==> config.mk <==
export PLATFORM = sky130hd
export DESIGN_NAME = vga_overlay_mixer
export DESIGN_NICKNAME = d
export VERILOG_FILES = /design/src/rtl/vga_overlay_mixer.sv
export SDC_FILE = /design/constraint.sdc
export NUM_CORES = 1
export LEC_CHECK = 0
export ABC_CLOCK_PERIOD_IN_PS = 1680
export CAP_MARGIN = 20
export CORE_ASPECT_RATIO = 1.4
export CORE_MARGIN = 4
export CORE_UTILIZATION = 36
export CTS_CLUSTER_SIZE = 14
export DETAILED_ROUTE_END_ITERATION = 8
export PLACE_DENSITY = 0.91
export SLEW_MARGIN = 5
export SYNTH_ARGS = -nofsm -noshare
export SYNTH_HDL_FRONTEND = slang
export SYNTH_SLANG_ARGS = --single-unit
export TNS_END_PERCENT = 1
==> constraint.sdc <==
create_clock -name clk -period 1.68 [get_ports clk]
set_input_delay 0.336 -clock clk [delete_from_list [all_inputs] [get_ports clk]]
set_output_delay 0.336 -clock clk [all_outputs]
set_load 0.005 [all_outputs]
==> src/rtl/vga_overlay_mixer.sv <==
// Merges a background pixel stream with a sprite stream into one registered pixel stream.
// Define VGA_OVERLAY_MIXER_DROP_CNT_EN to add the drop_count output (discarded-beat counter).
module vga_overlay_mixer #(
    parameter int                    DATA_WIDTH  = 32,
    parameter int                    EMPTY_WIDTH = $clog2(DATA_WIDTH/8+1),
    parameter logic [DATA_WIDTH-1:0] TRANSPARENT = '0
) (
    input  logic                   clk,
    input  logic                   reset,
    output logic                   bg_ready,
    input  logic [DATA_WIDTH-1:0]  bg_data,
    input  logic                   bg_sop,
    input  logic                   bg_eop,
    input  logic [EMPTY_WIDTH-1:0] bg_empty,
    input  logic                   bg_valid,
    output logic                   spr_ready,
    input  logic [DATA_WIDTH-1:0]  spr_data,
    input  logic                   spr_sop,
    input  logic                   spr_eop,
    input  logic [EMPTY_WIDTH-1:0] spr_empty,
    input  logic                   spr_valid,
    input  logic                   st_ready,
    output logic [DATA_WIDTH-1:0]  st_data,
    output logic                   st_sop,
    output logic                   st_eop,
    output logic [EMPTY_WIDTH-1:0] st_empty,
    output logic                   st_valid
`ifdef VGA_OVERLAY_MIXER_DROP_CNT_EN
    ,
    output logic [15:0]            drop_count
`endif
);

    localparam logic [1:0] S_SYNC      = 2'd0;
    localparam logic [1:0] S_MIX       = 2'd1;
    localparam logic [1:0] S_DRAIN_BG  = 2'd2;
    localparam logic [1:0] S_DRAIN_SPR = 2'd3;

    localparam logic [EMPTY_WIDTH-1:0] EMPTY_FULL = EMPTY_WIDTH'(DATA_WIDTH/8);

    logic [1:0]             r_state;
    logic [1:0]             w_state_next;
    logic                   r_st_valid;
    logic [DATA_WIDTH-1:0]  r_st_data;
    logic                   r_st_sop;
    logic                   r_st_eop;
    logic [EMPTY_WIDTH-1:0] r_st_empty;

    logic                   w_load_ok;
    logic                   w_bg_hold;
    logic                   w_spr_hold;
    logic                   w_pair;
    logic [DATA_WIDTH-1:0]  w_mix_data;
    logic                   w_bg_rdy;
    logic                   w_spr_rdy;
    logic                   w_load;
    logic [DATA_WIDTH-1:0]  w_out_data;
    logic                   w_out_sop;
    logic                   w_out_eop;
    logic [EMPTY_WIDTH-1:0] w_out_empty;
    logic                   w_unused_spr_empty;

    // The closing beat's empty is taken from the background side only.
    assign w_unused_spr_empty = &{1'b0, spr_empty};

    assign w_load_ok  = !r_st_valid || st_ready;
    assign w_bg_hold  = bg_valid && bg_sop && !bg_eop;
    assign w_spr_hold = spr_valid && spr_sop && !spr_eop;
    assign w_pair     = bg_valid && spr_valid && w_load_ok;
    assign w_mix_data = (spr_data == TRANSPARENT) ? bg_data : spr_data;

    always_comb begin
        w_bg_rdy     = 1'b0;
        w_spr_rdy    = 1'b0;
        w_state_next = r_state;
        w_load       = 1'b0;
        w_out_data   = '0;
        w_out_sop    = 1'b0;
        w_out_eop    = 1'b0;
        w_out_empty  = '0;
        case (r_state)
            S_SYNC: begin
                // A sink stops accepting once it presents a real SOP, parking that beat.
                w_bg_rdy  = !w_bg_hold;
                w_spr_rdy = !w_spr_hold;
                if (w_bg_hold && w_spr_hold) begin
                    w_state_next = S_MIX;
                end
            end
            S_MIX: begin
                if (w_pair) begin
                    w_load = 1'b1;
                    case ({bg_eop, spr_eop})
                        2'b00: begin
                            w_bg_rdy   = 1'b1;
                            w_spr_rdy  = 1'b1;
                            w_out_data = w_mix_data;
                            w_out_sop  = bg_sop;
                        end
                        2'b11: begin
                            w_bg_rdy     = 1'b1;
                            w_spr_rdy    = 1'b1;
                            w_out_eop    = 1'b1;
                            w_out_empty  = bg_empty;
                            w_state_next = S_SYNC;
                        end
                        2'b10: begin
                            w_bg_rdy     = 1'b1;
                            w_out_eop    = 1'b1;
                            w_out_empty  = EMPTY_FULL;
                            w_state_next = S_DRAIN_SPR;
                        end
                        default: begin
                            w_spr_rdy    = 1'b1;
                            w_out_eop    = 1'b1;
                            w_out_empty  = EMPTY_FULL;
                            w_state_next = S_DRAIN_BG;
                        end
                    endcase
                end
            end
            S_DRAIN_BG: begin
                w_bg_rdy = 1'b1;
                if (bg_valid && bg_eop) begin
                    w_state_next = S_SYNC;
                end
            end
            default: begin
                w_spr_rdy = 1'b1;
                if (spr_valid && spr_eop) begin
                    w_state_next = S_SYNC;
                end
            end
        endcase
    end

    assign bg_ready  = w_bg_rdy && !reset;
    assign spr_ready = w_spr_rdy && !reset;

    always_ff @(posedge clk) begin
        if (reset) begin
            r_state    <= S_SYNC;
            r_st_valid <= 1'b0;
            r_st_data  <= '0;
            r_st_sop   <= 1'b0;
            r_st_eop   <= 1'b0;
            r_st_empty <= '0;
        end else begin
            r_state <= w_state_next;
            if (w_load_ok) begin
                r_st_valid <= w_load;
                if (w_load) begin
                    r_st_data  <= w_out_data;
                    r_st_sop   <= w_out_sop;
                    r_st_eop   <= w_out_eop;
                    r_st_empty <= w_out_empty;
                end
            end
        end
    end

    assign st_valid = r_st_valid;
    assign st_data  = r_st_data;
    assign st_sop   = r_st_sop;
    assign st_eop   = r_st_eop;
    assign st_empty = r_st_empty;

`ifdef VGA_OVERLAY_MIXER_DROP_CNT_EN
    logic        w_drop_bg;
    logic        w_drop_spr;
    logic [16:0] w_drop_sum;
    logic [15:0] r_drop_count;

    assign w_drop_bg  = bg_valid && bg_ready && (r_state == S_SYNC || r_state == S_DRAIN_BG);
    assign w_drop_spr = spr_valid && spr_ready && (r_state == S_SYNC || r_state == S_DRAIN_SPR);
    assign w_drop_sum = {1'b0, r_drop_count} + 17'(w_drop_bg) + 17'(w_drop_spr);

    always_ff @(posedge clk) begin
        if (reset) begin
            r_drop_count <= '0;
        end else begin
            r_drop_count <= w_drop_sum[16] ? 16'hFFFF : w_drop_sum[15:0];
        end
    end

    assign drop_count = r_drop_count;
`endif

endmodule

---- Word-level counts from Yosys, hierarchy flattened ----
Cells that the tools add are included.
cells by class
  equality and inequality tests ........... 8
  multiplexer cells ....................... 27
  reductions and logical operators ........ 25
operator list
  cell                                           number
  2-to-1 mux 32 bit                              4
  logical NOT 32 bit                             1
  2-to-1 mux 1 bit                               12
  one-hot mux 2 bit (3 select lines)             2
  logical AND 1 bit                              11
  2-to-1 mux 2 bit                               4
  != test 2 bit, second input constant           4
  == test 2 bit, second input constant           3
  logical NOT 1 bit                              6
  2-to-1 mux 3 bit                               2
  one-hot mux 1 bit (3 select lines)             2
  one-hot mux 3 bit (2 select lines)             1
  AND reduction 5 bit                            1
  logical NOT 2 bit                              2
  nonzero test 4 bit                             1
  OR reduction 3 bit                             1
  == test 2 x 1 -> 1 bit, second input constant  1
  AND reduction 2 bit                            1
  logical OR 1 bit                               1
storage, ports and cells
  register bits after elaboration ......... 40
  bits of input ports ..................... 79
  output and inout bits ................... 40
  logic and storage cells ................. 66

---- Depth between registers and ports, before layout ----
  depth in word-level cells ............... 6
  depth in mapped cells ................... 7
  gate-level depth less buffers ........... 6

---- Least setup slack after synthesis ----
Ideal clock, no wire load.
  path kind ............................... register to register
  start ................................... reg r_state[1]
  end ..................................... reg r_state[1]
  setup time .............................. 0.071 ns
  arrival time ............................ 1.413 ns
  data required time ...................... 1.609 ns
  path slack .............................. 0.196 ns
  cell stages (with the launch flop) ...... 6
  path buffers ............................ 1
  clock period less this slack ............ 1.484 ns
  path through ............................ dfxtp_1 nand2b_4 or3_4 buf_6 or3_1 a21oi_1
on the way
  longest elaborated chain between the ends .. 3
  elaborated cells on any way between the ends .. 10
  classes of those cells .................. eq/ne: 6; mux: 1; reduce/logical: 3
RTL lines
  what                                                                  RTL line  text
  start: declaration                                                    41        logic [1:0] r_state;
  start signal: assignment                                              149       r_state <= w_state_next;
  == test 2 x 1 -> 1 bit (tied with other cells)                        81        case (r_state)
  != test 2 bit (no line) / nonzero test 4 bit (equally long branches)  --
  AND reduction 5 bit (no line)                                         --
Several ways; a longest one is shown, not always the timed one.
A chain may end at the register's enable or synchronous reset.

---- Final worst setup path ----
  start ................................... in bg_sop
  end ..................................... out bg_ready
on the way
  longest elaborated chain between the ends .. 5
RTL lines
  what                                RTL line  text
  start: declaration                  12        input logic bg_sop,
  logical AND 1 bit (2 in series)     67        assign w_bg_hold = bg_valid && bg_sop && !bg_eop;
  logical NOT 1 bit                   84        w_bg_rdy = !w_bg_hold;
  one-hot mux 1 bit (3 select lines)  81
  logical AND 1 bit                   137       assign bg_ready = w_bg_rdy && !reset;
  end: declaration                    10        output logic bg_ready,
No other way between the ends.

==> results by stage <==
Clocking:
- The clock net in this run drives a total of 40 sinks.
- The clock tree root buffer cell is sky130_fd_sc_hd__clkbuf_8.
- The longest clock path from root to sink contains 2 buffers.
- Counting the buffers created by CTS gives 5.
- After clock tree synthesis, the clock-pin slew on the worst setup and hold paths is around 0.070 ns.
- The clock latency reported for the late side of the worst-skew pair is slightly below 0.3 ns.
- The CTS tree is built.
- The CTS H-tree depth is 2.

Critical path:
- Data on the critical path is required at its endpoint by 1.34 ns.
- Of all nets on the critical path, the largest fanout is 2.
- The kind of capture point of the worst setup path is a primary output.
- The setup path with the least slack is of type in2out.
- The worst register-to-register path has a depth of 6.
- The launching element type of the critical path is an input pin.
- The data arrival time of the critical path is between 1 and 1.5 ns.

Global route:
- The first global-routing pass estimated just over 10 mm of wire.
- The met2 track demand over resource is between 40 and 50%.
- The most crowded layer after global routing is met2.
- The global-route track usage on met1 is between 20% and 30%.
- The met3 usage is 4.37%.
- The number of antenna violations at the first check in global routing is 0.
- The via count of the first global-routing pass is roughly 2,200.
- Across every metal layer, demand over resource in global routing totals between 20% and 30%.
- The maximum number of pins on one net before global-route repair is 45.
- Summed over all layers, the global routing overflow is 0.

Die:
- The area of the core is a little under 0.005 sq mm.
- The die is just under 70 um wide.
- Pin placement for this block handled around 120 I/O pins.
- The starting density of the core is 37.5%.
- The die outline area is approximately 0.0063 sq mm.
- In this run the core area contains 30 standard-cell rows.
- The die is between 90 and 100 um tall.

Synthesis:
- The xor-xnor portion of the synthesized cell area is 0%.
- For this run, the register share of the synthesized area comes to a little over two fifths.
- The share of synthesized area in the top cell type comes to ~43%.
- The synthesized netlist devotes 20.2% of its cell area to simple gates.
- The post-synthesis adder-cell area fraction is under 10%.
- The unique cell type count in the Yosys netlist is 34.
- The net count after synthesis is ~300.
- For this run, asynchronously set or reset flops after synthesis account for 0%.
- By area the synthesized netlist is led by sky130_fd_sc_hd__dfxtp_1 (43%), sky130_fd_sc_hd__a22oi_1 (13%), sky130_fd_sc_hd__o21ai_1 (8.7%), sky130_fd_sc_hd__nand2_1 (7.7%), sky130_fd_sc_hd__ha_1 (3.4%).
- The complex-gate fraction of the synthesized area is about 28%.
- The portion of synthesized area spent on multiplexers is 0%.
- Summing every instance area after synthesis gives between 0.0015 and 0.002 sq mm.
- The synthesized instance count is 215.
- The synthesized design spends more area on one cell type than any other, namely sky130_fd_sc_hd__dfxtp_1.
- The most common flop cell mapped by yosys is sky130_fd_sc_hd__dfxtp_1.
- Averaged over all synthesized cells, the footprint is between 8 and 9 sq um.
- During synthesis, Yosys emitted a total of 0 warnings.
- By area, the combinational part of the netlist is dominated by compound AO/OA/AOI/OAI gates.
- The synthesized design contains 0 enable-type register cells.
- The post-synthesis register bit count is 40.

Hold path:
- Along the worst hold path, the cell count comes to 2.
- The worst hold-check path type is reg2reg.

Pwr:
- For this design the ratio of total power to cell area is between 500 and 600 mW/mm^2.
- The static power due to leakage is around 1.3 nW.
- The maximum vdd ir drop is between 0.0004 and 0.0005 V.
- The power after layout is 2.12 mW.

Drt:
- The total detailed-routing wirelength is around 7.3 mm.
- The count of unresolved DRC violations after routing is 0.
- The first detailed-routing pass ran for 5 iterations.
- The total via count after detailed routing is ~2,300.
- Dividing the detail-routed via count by the number of cells gives 5.43.
- In the final routed layout, each cell accounts on average for approximately 17 um.
- The detail route stage leaves a number of antenna-violating nets equal to 0.
- In this run, the number of DRC markers left after iteration 0 of detailed routing was 141.

Timing:
- Setup repair after global routing could not meet its margin everywhere.
- The remaining max-slew budget at the tightest pin is about two thirds.
- The highest achievable clock rate is 586 MHz.
- The worst setup slack after layout is -0.0263 ns.
- The hold violation total from the final report was 0.
- Counting I/O delays and the setup requirement, the final critical path takes about 1.7 ns.
- On the final layout, the worst clock skew is 0.00762 ns.
- Setup violations remaining at the end of the flow were counted as 2.
- The tightest hold path in the finished design has a slack of 0.467 ns.
- The slew at the pin with the worst max-slew slack is between 0.4 and 0.5 ns.
- The period utilization is 102%.
- The number of max-slew violations in the final report is 0.

Cells and area:
- The filler cells instantiated in the layout total 370.
- The fraction of layout cells with a size suffix above 1 is 22.5%.
- The most frequent standard cell in the layout excluding fill and tap cells is sky130_fd_sc_hd__clkdlybuf4s50_1.
- Compared with the post-synthesis result, the final layout area differs by 95.1%.
- The top cell types in the final layout, fill and taps aside, are sky130_fd_sc_hd__clkdlybuf4s50_1 (105), sky130_fd_sc_hd__dfxtp_1 (38), sky130_fd_sc_hd__nand2_1 (37).
- Summing all flip-flop and latch instances after layout gives 803 sq um.
- The net count of the finished layout is ~450.
- The total non-filler cell area in the finished layout is between 0.003 and 0.004 sq mm.
- The diode insertion count for antenna repair is 0.
- Summing all multi-input logic gate instances after layout gives about 0.0011 sq mm.

Status:
- The run finished, with violations left.
- The final reports fail on negative setup slack.

Placed design:
- The congestion estimate from routability-driven global placement came to between 0.9 and 1.
- The wire-length estimate of the detail-placed layout is 5.18 mm.
- The post-detailed-placement cell area is approximately 0.0033 sq mm.
- During placement, the flow inserted port buffers numbering between 100 and 150.

Flow run:
- Across the run, the number of max-cap violations was 0.
==> critical path: stages <==
cell	delay, ns
sky130_fd_sc_hd__clkdlybuf4s50_1	0.50
sky130_fd_sc_hd__nand3b_1	0.12
sky130_fd_sc_hd__a211oi_2	0.21
sky130_fd_sc_hd__a211oi_1	0.07
sky130_fd_sc_hd__buf_2	0.14
==> area by class of cell <==
| cell class | instances | area share [%] |
|---|---|---|
| clock buffer | 7 | 2.68 |
| clock inverter | 1 | 0.834 |
| inverter | 3 | 0.313 |
| multi-input combinational | 157 | 29.7 |
| sequential | 40 | 22.3 |
| tap | 64 | 2.23 |
| timing repair buffer | 156 | 41.9 |
==> path summary, 6_finish.rpt <==
path,start,to,slack [ns]
worst max-delay path,bg_sop,bg_ready,-0.03
worst min-delay path,st_empty[1],st_empty[1],0.47
worst max register to register,st_valid,r_state[1],0.03
worst min register to register,st_empty[1],st_empty[1],0.47
==> Yosys cell counts (2+ instances only) <==
library cell / count
sky130_fd_sc_hd__a211oi_1: 4
sky130_fd_sc_hd__a21oi_1: 6
sky130_fd_sc_hd__a22oi_1: 32
sky130_fd_sc_hd__buf_2: 9
sky130_fd_sc_hd__clkbuf_1: 4
sky130_fd_sc_hd__dfxtp_1: 40
sky130_fd_sc_hd__ha_1: 5
sky130_fd_sc_hd__inv_1: 3
sky130_fd_sc_hd__nand2_1: 38
sky130_fd_sc_hd__nand2b_1: 2
sky130_fd_sc_hd__nand3_1: 2
sky130_fd_sc_hd__nand4_1: 3
sky130_fd_sc_hd__nand4b_1: 2
sky130_fd_sc_hd__nor2_1: 3
sky130_fd_sc_hd__nor2b_1: 2
sky130_fd_sc_hd__nor3_1: 3
sky130_fd_sc_hd__nor4_1: 9
sky130_fd_sc_hd__o21ai_1: 32
==> per-layer routing <==
metal	routed length, um	share of wire, %
met1	2540	35
met3	501	6.9
met4	147	2.0
met2	4110	56
met5	0	0
==> stage by stage <==
stage	instances	util, %	setup TNS, ns	setup WS (ns)
after floorplan	215	-	0	0.196
after global placement	412	66.9	-14.05	-0.771
after detailed placement	412	66.9	-16.16	-0.847
after CTS	425	71.1	-0.0903	-0.0637
after global routing	428	73.2	-0.638	-0.0676
final	428	73.2	-0.0416	-0.0263
==> timing repair <==
action,in CTS,in global routing
hold buffers,0,0
pin swaps,8,8
buffers inserted,5,2
gates resized for setup,36,16
setup endpoints to repair,36,35
cloned,0,1
==> cell families (layout without fill, tap and decap cells) <==
family,Yosys count,count (layout)
AO/OA/AOI/OAI,81,81
adder cells (fa/ha/maj),5,5
buffers and inverters,18,167
flip-flops,40,40
AND/OR/NAND/NOR,71,71
==> where the power goes <==
part | switching, mW | internal, mW
combinational | 0.107 | 0.209
clock | 0.332 | 0.524
sequential | 0.000433 | 0.948
==> state kept, by name, summed over array words and instances, names as in the netlist <==
| register | count |
|---|---|
| st_eop | 1 |
| st_sop | 1 |
| r_state | 2 |
| st_data | 32 |
| st_empty | 3 |
| st_valid | 1 |
(Power assumes the default switching activity.)
